## src/rtl/mmc3_scanline_irq_pkg.sv

```systemverilog
// Shared definitions for the MMC3 scanline IRQ unit: register indices, widths, decode helper.
package mmc3_scanline_irq_pkg;

  localparam int CNT_W           = 8;
  localparam int LOW_CNT_W       = 3;
  localparam int A12_LOW_MIN_MAX = 7;

  typedef enum logic [1:0] {
    REG_LATCH   = 2'b00,
    REG_RELOAD  = 2'b01,
    REG_DISABLE = 2'b10,
    REG_ENABLE  = 2'b11
  } reg_sel_e;

  // Register index is {A13, A0}; A14 qualifies the whole $C000-$FFFF window.
  function automatic reg_sel_e decode_reg(input logic a13, input logic a0);
    return reg_sel_e'({a13, a0});
  endfunction

endpackage

```

## src/rtl/mmc3_scanline_irq_if.sv

```systemverilog
// CPU/PPU-side signal bundle of the scanline IRQ unit plus its IRQ/debug outputs.
interface mmc3_scanline_irq_if;

  logic        enable;
  logic        cpu_wr_stb;
  logic [14:0] cpu_addr;
  logic [7:0]  cpu_data;
  logic        ppu_a12;
  logic        irq_req;
  logic [7:0]  counter_dbg;

  modport master (
    output enable, cpu_wr_stb, cpu_addr, cpu_data, ppu_a12,
    input  irq_req, counter_dbg
  );

  modport slave (
    input  enable, cpu_wr_stb, cpu_addr, cpu_data, ppu_a12,
    output irq_req, counter_dbg
  );

endinterface

```

## src/rtl/mmc3_scanline_irq_a12_edge_filter.sv

```systemverilog
// Synchronises raw PPU A12 into the m2 domain and emits one clk_evt per qualified rising edge.
module a12_edge_filter
  import mmc3_scanline_irq_pkg::*;
#(
  parameter int A12_LOW_MIN = 3
) (
  input  logic m2,
  input  logic rst_n,
  input  logic ppu_a12,
  output logic clk_evt
);

  localparam logic [LOW_CNT_W-1:0] LOW_MIN_C = LOW_CNT_W'(A12_LOW_MIN);
  localparam logic [LOW_CNT_W-1:0] LOW_SAT_C = LOW_CNT_W'(A12_LOW_MIN_MAX);

  logic [1:0]           sync_q, sync_d;
  logic [LOW_CNT_W-1:0] low_cnt_q, low_cnt_d;
  logic                 a3;

  assign a3 = sync_q[1];

  always_comb begin
    sync_d    = {sync_q[0], ppu_a12};
    low_cnt_d = low_cnt_q;
    if (a3) begin
      low_cnt_d = '0;
    end else if (low_cnt_q != LOW_SAT_C) begin
      low_cnt_d = low_cnt_q + 1'b1;
    end
  end

  always_ff @(posedge m2 or negedge rst_n) begin
    if (!rst_n) begin
      sync_q    <= 2'b00;
      low_cnt_q <= '0;
    end else begin
      sync_q    <= sync_d;
      low_cnt_q <= low_cnt_d;
    end
  end

  // A nonzero low_cnt implies a3 was low last cycle, so this is a single-cycle rising-edge pulse.
  assign clk_evt = a3 && (low_cnt_q >= LOW_MIN_C);

endmodule

```

## src/rtl/mmc3_scanline_irq.sv

```systemverilog
// MMC3-compatible scanline IRQ: register decode, reload/decrement counter and sticky IRQ request.
module mmc3_scanline_irq
  import mmc3_scanline_irq_pkg::*;
#(
  parameter int A12_LOW_MIN  = 3,
  parameter bit NEW_IRQ_MODE = 1'b1
) (
  input logic               m2,
  input logic               rst_n,
  mmc3_scanline_irq_if.slave bus
);

  logic [CNT_W-1:0] latch_q, latch_d;
  logic [CNT_W-1:0] counter_q, counter_d;
  logic             reload_pend_q, reload_pend_d;
  logic             irq_en_q, irq_en_d;
  logic             irq_req_q, irq_req_d;

  logic     clk_evt;
  logic     wr;
  reg_sel_e sel;
  logic     old_nz;
  logic     reload_was;
  logic     fire;
  logic     unused_addr;

  assign unused_addr = ^bus.cpu_addr[12:1];

  a12_edge_filter #(
    .A12_LOW_MIN (A12_LOW_MIN)
  ) u_filter (
    .m2      (m2),
    .rst_n   (rst_n),
    .ppu_a12 (bus.ppu_a12),
    .clk_evt (clk_evt)
  );

  // Register writes are applied first so a coincident clock sees the freshly written values.
  always_comb begin
    wr            = bus.cpu_wr_stb && bus.enable && bus.cpu_addr[14];
    sel           = decode_reg(bus.cpu_addr[13], bus.cpu_addr[0]);
    latch_d       = latch_q;
    counter_d     = counter_q;
    reload_pend_d = reload_pend_q;
    irq_en_d      = irq_en_q;
    irq_req_d     = irq_req_q;
    old_nz        = 1'b0;
    reload_was    = 1'b0;
    fire          = 1'b0;

    if (wr) begin
      case (sel)
        REG_LATCH:   latch_d = bus.cpu_data;
        REG_RELOAD: begin
          counter_d     = '0;
          reload_pend_d = 1'b1;
        end
        REG_DISABLE: irq_en_d = 1'b0;
        REG_ENABLE:  irq_en_d = 1'b1;
        default:     ;
      endcase
    end

    if (clk_evt && bus.enable) begin
      old_nz     = (counter_d != '0);
      reload_was = reload_pend_d;
      if (!old_nz || reload_was) begin
        counter_d     = latch_d;
        reload_pend_d = 1'b0;
      end else begin
        counter_d = counter_d - 1'b1;
      end
      fire = (counter_d == '0) && irq_en_d && (NEW_IRQ_MODE || old_nz || reload_was);
    end

    if (fire) begin
      irq_req_d = 1'b1;
    end
    // Acknowledge and mapper-disable both win over a same-cycle set.
    if (!bus.enable || (wr && sel == REG_DISABLE)) begin
      irq_req_d = 1'b0;
    end
  end

  always_ff @(posedge m2 or negedge rst_n) begin
    if (!rst_n) begin
      latch_q       <= '0;
      counter_q     <= '0;
      reload_pend_q <= 1'b0;
      irq_en_q      <= 1'b0;
      irq_req_q     <= 1'b0;
    end else begin
      latch_q       <= latch_d;
      counter_q     <= counter_d;
      reload_pend_q <= reload_pend_d;
      irq_en_q      <= irq_en_d;
      irq_req_q     <= irq_req_d;
    end
  end

  assign bus.irq_req     = irq_req_q && bus.enable;
  assign bus.counter_dbg = counter_q;

endmodule

```

## src/flat_wrapper.sv

```systemverilog
// flat-port wrapper written by rule: the top's interface ports become plain ports
module mmc3_scanline_irq_flat import mmc3_scanline_irq_pkg::*;
#(
  parameter int A12_LOW_MIN  = 3,
  parameter bit NEW_IRQ_MODE = 1'b1
)
  (m2, rst_n, bus_enable, bus_cpu_wr_stb, bus_cpu_addr, bus_cpu_data, bus_ppu_a12, bus_irq_req, bus_counter_dbg);
  mmc3_scanline_irq_if bus_i ();
  input logic m2;
  input logic rst_n;
  input wire logic [$bits(bus_i.enable)-1:0] bus_enable;
  input wire logic [$bits(bus_i.cpu_wr_stb)-1:0] bus_cpu_wr_stb;
  input wire logic [$bits(bus_i.cpu_addr)-1:0] bus_cpu_addr;
  input wire logic [$bits(bus_i.cpu_data)-1:0] bus_cpu_data;
  input wire logic [$bits(bus_i.ppu_a12)-1:0] bus_ppu_a12;
  output wire logic [$bits(bus_i.irq_req)-1:0] bus_irq_req;
  output wire logic [$bits(bus_i.counter_dbg)-1:0] bus_counter_dbg;
  assign bus_i.enable = bus_enable;
  assign bus_i.cpu_wr_stb = bus_cpu_wr_stb;
  assign bus_i.cpu_addr = bus_cpu_addr;
  assign bus_i.cpu_data = bus_cpu_data;
  assign bus_i.ppu_a12 = bus_ppu_a12;
  assign bus_irq_req = bus_i.irq_req;
  assign bus_counter_dbg = bus_i.counter_dbg;
  mmc3_scanline_irq #(.A12_LOW_MIN(A12_LOW_MIN), .NEW_IRQ_MODE(NEW_IRQ_MODE)) u_core (.m2(m2), .rst_n(rst_n), .bus(bus_i));
endmodule
```

## config.mk

```make
export PLATFORM = sky130hd
export DESIGN_NAME = mmc3_scanline_irq_flat
export DESIGN_NICKNAME = d
export VERILOG_FILES = /design/src/rtl/mmc3_scanline_irq_pkg.sv /design/src/rtl/mmc3_scanline_irq_if.sv /design/src/rtl/mmc3_scanline_irq_a12_edge_filter.sv /design/src/rtl/mmc3_scanline_irq.sv /design/src/flat_wrapper.sv
export SDC_FILE = /design/constraint.sdc
export NUM_CORES = 1
export LEC_CHECK = 0
export BUFFER_PORTS_ARGS = -buffer_cell sky130_fd_sc_hd__buf_2
export CAP_MARGIN = 40
export CORE_MARGIN = 2
export CORE_UTILIZATION = 45
export CTS_CLUSTER_SIZE = 12
export DETAILED_ROUTE_END_ITERATION = 10
export HOLD_SLACK_MARGIN = 0.08
export PLACE_DENSITY = 0.72
export SETUP_SLACK_MARGIN = 0.05
export SYNTH_ARGS = -nofsm -noshare
export SYNTH_HDL_FRONTEND = slang
export SYNTH_HIERARCHICAL = 1
export SYNTH_SLANG_ARGS = --single-unit
export TNS_END_PERCENT = 10
```

## constraint.sdc

```tcl
create_clock -name m2 -period 2.5 [get_ports m2]
set_input_delay 0.5 -clock m2 [delete_from_list [all_inputs] [get_ports m2]]
set_output_delay 0.5 -clock m2 [all_outputs]
set_load 0.01 [all_outputs]
```

# [Word level (Yosys, flattened, before mapping)]
# Cells that the tools add are included.
[totals] reg_bits=24 input_bits=28 output_inout_bits=9 wordCells=48
[classes] add_sub_neg=2 magnitude_cmp=1 n_eq_ne=4 muxes=18 reduce_logical=16
[op_table] operator="$mux W8" n=7
[op_table] operator="$logic_not A8 Y1" n=1
[op_table] operator="$mux W1" n=8
[op_table] operator="$reduce_bool A8 Y1" n=1
[op_table] operator="$sub A8 B1 Y8 const B" n=1
[op_table] operator="$logic_and A1 B1 Y1" n=7
[op_table] operator="$mux W3" n=2
[op_table] operator="$eq A2 B2 Y1 const B" n=2
[op_table] operator="$reduce_bool A2 Y1" n=2
[op_table] operator="$add A3 B1 Y3 const B" n=1
[op_table] operator="$ge A3 B2 Y1 const B" n=1
[op_table] operator="$ne A3 B3 Y1 const B" n=1
[op_table] operator="$eq A2 B1 Y1 const B" n=1
[op_table] operator="$logic_not A1 Y1" n=2
[op_table] operator="$logic_not A2 Y1" n=1
[op_table] operator="$logic_or A1 B1 Y1" n=2
[op_table] operator="$pmux W1 S2" n=1

# [Logic depth before layout (Yosys ltp)]
# Gate-level depths: netlist of the first run.
[logic_depth] ltp_word=13 mapped_depth=11

# [By module]
# Netlist of the first run, hierarchy kept.
[modules_own_cells] module="mmc3_scanline_irq" n_inst=1 cells_each=119 area_each_um2=1139.8 seq_area_each_um2=475.5
[modules_own_cells] module="a12_edge_filter" n_inst=1 cells_each=17 area_each_um2=220.2 seq_area_each_um2=125.1

# [Worst setup path after synthesis of the first run]
# Ideal clock, no wire load.
[synth_path] path_type="input -> register" from="in bus_cpu_addr[13]" to="reg u_core.irq_req_q" arrival_time_ns=2.531 t_required_ns=2.405 setup_slack_ns=-0.126 cell_stages=10 path_buffers=1 cell_sequence="and4b_1 clkbuf_1 nand2_1 nand2_1 ha_1 or3b_2 nor3_1 xnor2_1 a41oi_1 o31ai_1"
[synth_via] elab_chain_cells=12 elab_cells_between_ends=25 classes_between="add/sub (1); eq/ne (3); mux (12); reduce/logical (9)"
[synth_rtl] item="start: declaration" line="flat_wrapper.sv:13" rtl="input wire logic [$bits(bus_i.cpu_addr)-1:0] bus_cpu_addr;"
[synth_rtl] item="parallel branches: the longest is 12 deep, another holds $sub A8 B1 Y8"
[synth_rtl] item="end signal: assignment" line="mmc3_scanline_irq.sv:97" rtl="irq_req_q <= irq_req_d;"
[synth_rtl] item="end: declaration" line="mmc3_scanline_irq.sv:17" rtl="logic irq_req_q, irq_req_d;"
# Parallel ways; which one is timed is not known. The select of a mux whose other input is x is not followed.
# A chain may end at the register's enable or synchronous reset.

# [Worst setup path after layout of the first run]
# Ends and elaborated chain as after synthesis.

==> reports/qor.yml, run 1 <==
status: "complete, but fails checks"
violations: "DRC"
p_leak_nw: 0.776
wl_per_cell_um: 15.5
crit_start: "bus_cpu_addr[13]"
synthToLayoutAreaGrowth_pct: 20.8
top_layer: "met4"
post-place-ws_ns: -0.139
setup-violations-final: 0
cts_tree: "done"
rsz0062_at_grt: "false"
synth_area_per_cell_um2: 10.0
cp_data_arrival_time_ns: 2.55
grt_pass1_vias: 1171
synth-seq-cells: 24
drc_errors: 2
placed_cell_area_mm2: 0.00162
finalWorstSetupSlack_ns: 0.178
worst_pin_slew_ns: 0.523
postCtsSetupBuffers: 0
synth_area_mm2: 0.00136
hold_viol_final: 0
dr.pass1.iters: 7
gp_congestion: 0.855
cts-root-buf: "clkbuf_4"
period_share_pct: 92.9
final.min_clock_period_ns: 2.32
synth_top_area_cell: "dfrtp_1"
std_cell_rows: 19
powerDensity_mw_per_mm2: 999
clockBufferDepth: 2
drive_gt1_share_pct: 33.7
core-area_mm2: 0.00281
drv_cap: 0
die_width_um: 59.0
io-pin-count: 37
synth.top_cells.by_area: "dfrtp_1 (44%), mux2_2 (7.5%), ha_1 (4.6%), o21ai_0 (4.4%), nand2_1 (3.6%)"
yosysWarnings: 6
grt_pass1_wl_um: 5220
antenna_cells: 0
cts_made_buffers: 3
max_freq_ghz: 0.431
cp_data_required_time_ns: 2.72
r2r-start: "u_core/bus.counter_dbg[2]"
drt-met1-wl_um: 1380
wl_met2_um: 1560
syn_inst: 136
die-area_mm2: 0.00348
synth_enable_flop_cells: 0
post_cts_resized: 0
critPathMaxFanout: 4
final_area_mm2: 0.00164
drtIter0Drc: 60
finClkSkew_ns: 0.0159
synth_top_area_share_pct: 44.2
hp-class: "in -> async"
io_buffers: 24
postSynth.asyncResetShare_pct: 100
grt_max_degree: 25
track_usage_pct: 20.0
tns_ns: 0
antenna_found_initial: 0
die_y_um: 59.0
wl_um: 3140
vdd_drop_max_mv: 0.678
drv_slew: 0
start_util_pct: 48.5
whs_ns: 0.143
dp_hpwl_um: 2490
synth_fp_nets: 169
slew_headroom_pct: 65.1
ys.flop_type: "dfrtp_1"
clkTransAtPathRegs_ns: 0.13
viasPerCell: 5.92
yosys.cell_types.count: 40
insertion_delay_ns: 0.31
route.met3.wl_um: 176
cp-end-kind: "flop"
cts.sinks: 24
crit_type: "in -> reg"
htreeDepth: 1
drtAntennaViolNets: 0
cts-hold-fix-buffers: 0
critPathLaunchType: "input pin"
final_nets: 207
overflow: 0
yosysSeqAreaShare_pct: 44.2
num_vias: 1202
[metrics by stage]
step,util [%],total power [mW],std cells
after CTS,58.6,1.64,203
after global placement,57.8,1.45,200
after global routing,58.6,1.76,203
after detailed placement,57.8,1.47,200
after floorplan,-,1.17,136
final,58.6,1.64,203
[layout make-up]
class                      instances  area, µm²
inverter                           4       15.0
clock buffer                       3       22.5
fill                             255       1160
tap                               31       38.8
timing repair buffer              37        218
multi-input combinational        104        748
sequential                        24        601
[placed cells by master, fill, tap and decap left out, types with 2 or more instances in the layout]
cell type and n:
buf_2 24, dfrtp_1 24, buf_4 13, o21ai_0 12, nand2_1 10, mux2_2 9
nand3_1 8, nor2_1 6, nor3_1 4, inv_1 4, a211oi_1 4, ha_1 4
clkbuf_4 3, and2_1 3, nand2b_1 3, xor2_1 3, mux2i_1 3, and4b_1 2
o2bb2ai_1 2, o31ai_1 2, o22ai_1 2, nand2_2 2, or4_1 2, nor2b_1 2
[flip-flops by register name, summed over array words and instances, names as in the netlist]
signal	flops
u_core/bus.counter_dbg	8
u_core/irq_en_q	1
u_core/irq_req_q	1
u_core/latch_q	8
u_core/reload_pend_q	1
u_core/u_filter/low_cnt_q	3
u_core/u_filter/sync_q	2
[worst max-delay path: stages]
cell	delay, ns
buf_2	0.11
and4b_1	0.34
nand2_4	0.09
nand2_2	0.09
ha_2	0.17
or3b_2	0.47
nor3_2	0.14
xnor2_1	0.18
a41oi_1	0.17
o31ai_1	0.29
[layer usage]
metal / vias up / track usage (%)
met5: - / 0
met4: 0 / 5.84
met3: 4 / 2.62
met2: 40 / 35.2
met1: 574 / 25.5
li1: 584 / -
[power breakdown]
group          internal, mW  leakage, nW  total [mW]  switching, mW
combinational         0.418        0.458       0.856          0.438
sequential            0.488        0.304       0.619          0.131
clock                0.0562       0.0138       0.167          0.111
total                 0.962        0.776        1.64          0.679
[logic make-up (layout without fill, tap and decap cells)]
logic type	count (synthesis)	after routing	synth area share (%)
AOI/OAI and AO/OA	31	31	15.7
xor gates and xnor gates	4	4	2.58
adders and majority gates	5	5	4.60
buffers and inverters	8	44	2.30
DFF	24	24	44.2
muxes	12	12	9.66
and+or+nand+nor	52	52	21.0
[worst paths after layout]
check	cells after the start	slack (ns)	end
min in group m2	1	0.30	u_core/u_filter/sync_q[0]
max in group asynchronous	1	1.99	u_core/latch_q[3]
min	1	0.14	u_core/latch_q[4]
min reg2reg	0	0.36	u_core/u_filter/sync_q[1]
max	10	0.18	u_core/irq_req_q
max reg2reg	5	0.32	u_core/irq_req_q
[Yosys cell counts (2+ instances only)]
library cell  instances
nor2b_1               2
nand2b_1              3
clkbuf_1              3
inv_1                 4
a211oi_1              4
and2_1                3
nor2_1                6
nand2_1              13
nand3_1               8
mux2i_1               3
o31ai_1               2
o21ai_0              12
xor2_1                3
nor3_1                5
o2bb2ai_1             2
ha_1                  5
or4_1                 2
dfrtp_1              24
mux2_2                9
o22ai_1               2
and4b_1               2
Power figures use the tool's default switching activity.
==> run 2: changes to the inputs <==
--- a/config.mk
+++ b/config.mk
@@ -16,6 +16,5 @@
 export SETUP_SLACK_MARGIN = 0.05
 export SYNTH_ARGS = -nofsm -noshare
 export SYNTH_HDL_FRONTEND = slang
-export SYNTH_HIERARCHICAL = 1
 export SYNTH_SLANG_ARGS = --single-unit
 export TNS_END_PERCENT = 10
==> run 2 against run 1 <==
The flow now finishes without violations. Area after synthesis decreased by 1.8%. Critical path type unchanged. Cell area is 5.7% lower. Fmax increased by 3.8%. Core utilization decreased by 2.9 points. Synthesized cell count down 4.4%. Setup slack better by 0.084 ns. Wire length fell by 10%. First-iteration DRC count decreased by 60%. Clock-buffer cell count did not move. Via count down 9.7%.
==> reports/qor.yml, run 2 <==
finClkSkew_ns: 0.00180  # -0.0140 ns
synthToLayoutAreaGrowth_pct: 16.0
io-pin-count: 37  # unchanged
status: "finished clean"
dp.cells: 189  # -5.5%
cts.sinks: 24  # unchanged
rsz0062_at_grt: "false"
synth.top_cells.by_area: "dfrtp_1 (45%), mux2_2 (7.6%), mux2i_1 (6.7%), ha_1 (4.7%), nor2_1 (3.7%)"
synth_most_common_cell: "dfrtp_1"
critPathLaunchType: "input pin"
placed_cell_area_mm2: 0.00153  # -5.8%
clkTransAtPathRegs_ns: 0.12  # about the same
grt_pass1_wl_um: 4600  # -12%
cts-hold-fix-buffers: 0  # unchanged
num_vias: 1085  # -9.7%
die_width_um: 58.5  # -0.86%
final.min_clock_period_ns: 2.24  # -0.0842 ns
fin_cells: 192  # -5.4%
max_freq_ghz: 0.447  # +3.8%
vdd_drop_max_mv: 0.654  # -3.5%
overflow: 0  # unchanged
core-area_mm2: 0.00278  # -0.85%
io_buffers: 24  # unchanged
yosys-top-cells-count: "dfrtp_1 (24), nor2_1 (13), mux2_2 (9), mux2i_1 (9), nand2_1 (8)"
antenna_found_initial: 0  # unchanged
synth_fp_nets: 163  # -3.6%
dr.pass1.iters: 5  # -2
crit_slowest_cell: "nor2b_1"
die_y_um: 58.5  # -0.86%
drv_slew: 0  # unchanged
cp-end-kind: "flop"
track_usage_pct: 17.8  # -2.1 points
grt_max_degree: 25  # unchanged
drtAntennaViolNets: 0  # unchanged
yosysWarnings: 0  # -6
synth_enable_flop_cells: 0  # unchanged
clockBufferDepth: 2  # unchanged
tns_ns: 0  # unchanged
cts-root-buf: "clkbuf_4"
crit_chain: "buf_2 > and4b_4 > nand2_1 > nand2_1 > ha_1 > nor2b_1 > and3_1 > nor2b_1 > mux2i_1 > o21ai_0"
postSynth.asyncResetShare_pct: 100  # unchanged
synth_top_area_share_pct: 45.0  # +0.83 points
die-area_mm2: 0.00342  # -1.7%
grt_pass1_vias: 1052  # -10%
yosys.cell_types.count: 37  # -7.5%
crit_type: "in -> reg"
synth-seq-cells: 24  # unchanged
postCtsSetupBuffers: 0  # unchanged
ys.flop_type: "dfrtp_1"
final_nets: 196  # -5.3%
cts_tree: "done"
post_cts_resized: 0  # unchanged
powerDensity_mw_per_mm2: 980  # -1.9%
cp_data_arrival_time_ns: 2.43  # -0.12 ns
slew_headroom_pct: 60.7  # -4.5 points
finalWorstSetupSlack_ns: 0.262  # +0.0842 ns
synth_area_mm2: 0.00134  # -1.8%
viasPerCell: 5.65  # -4.6%
period_share_pct: 89.5  # -3.4 points
drc_errors: 0  # -2
critical_path.max_stage_delay_ns: 0.48  # about the same
wl_um: 2820  # -10%
cts_made_buffers: 3  # unchanged
std_cell_rows: 19  # unchanged
syn_inst: 130  # -4.4%
cp_data_required_time_ns: 2.69  # -0.03 ns
drive_gt1_share_pct: 29.2  # -4.5 points
critPathMaxFanout: 7  # +3
worst_pin_slew_ns: 0.589  # +0.0658 ns
final_cell_mix: "buf_2 (24), dfrtp_1 (24), nor2_1 (13)"
drtIter0Drc: 24  # -60%
yosysSeqAreaShare_pct: 45.0  # +0.83 points
whs_ns: 0.136  # -0.00659 ns
drv_cap: 0  # unchanged
insertion_delay_ns: 0.31  # about the same
finalCoreUtilization_pct: 55.7  # -2.9 points
dp_hpwl_um: 2180  # -13%
synth_top_area_cell: "dfrtp_1"
p_leak_nw: 0.753  # -3.0%
final_area_mm2: 0.00155  # -5.7%
start_util_pct: 48.0  # -0.49 points
hp-class: "in -> async"
antenna_cells: 0  # unchanged
setup-violations-final: 0  # unchanged
power_mw: 1.52  # -7.5%
post-place-ws_ns: -0.0523  # +0.0871 ns
gp_congestion: 0.901  # +5.4%
wl_per_cell_um: 14.7  # -5.3%
synth_area_per_cell_um2: 10.3  # +2.7%
hold_viol_final: 0  # unchanged
htreeDepth: 1  # unchanged
run 2: cell count changes in the layout (fill, tap and decap cells not counted), moves of 3 or more:
cell	change
o21ai_0	-6
buf_4	-5
nand3_1	-3
a211oi_1	-4
nor4_1	+5
mux2i_1	+6
nor2_1	+7
run 2: logic make-up (layout without fill, tap and decap cells):
group,count (synthesis),after routing,share of synthesized area (%)
adders and majority gates,5,5,4.69
DFF,24,24,45.0
buffers and inverters,9,40,3.47
and+or+nand+nor,49,49,19.5
muxes,19,19,15.5
AOI/OAI and AO/OA,22,22,10.6
xor gates and xnor gates,2,2,1.31
run 2: worst paths after layout:
path                       slack [ns]                        end  cells after the start                          from
hold / removal                   0.14       u_core.reload_pend_q                      1                         rst_n
setup / recovery                 0.26  u_core.bus.counter_dbg[5]                     10              bus_cpu_addr[14]
hold reg to reg                  0.36  u_core.u_filter.sync_q[1]                      0     u_core.u_filter.sync_q[0]
setup reg to reg                 0.42  u_core.bus.counter_dbg[7]                      7  u_core.u_filter.low_cnt_q[0]
min in group m2                  0.29  u_core.u_filter.sync_q[0]                      1                   bus_ppu_a12
max in group asynchronous        2.02          u_core.latch_q[1]                      1                         rst_n
run 2: layer usage:
metal / routed length [µm] / part of all wire, % / GRT usage, %
met5: 0 / 0 / 0
met1: 1320 / 47 / 24.8
met4: 53 / 1.9 / 8.31
met3: 105 / 3.7 / 3.08
met2: 1330 / 47 / 27.1
run 2: cell type report:
type | instances | area [µm²]
flip-flops and latches | 24 | 601
multi-input cells | 97 | 688
clock buffers | 3 | 22.5
repair buffers | 32 | 180
fillers | 245 | 1230
well taps | 31 | 38.8
inverters | 5 | 18.8
run 2: where the power goes:
group          internal (mW)  switching (mW)  leakage (nW)
sequential             0.487           0.104         0.304
clock                 0.0565           0.108        0.0138
combinational          0.360           0.403         0.435
total                  0.903           0.615         0.753
run 2: critical path, delay by kind of cell:
family	cells	cell delay [ns]
compound gates	1	0.10
fa+ha+maj	1	0.20
buf+inv	1	0.12
mux	1	0.25
simple gates	6	1.26
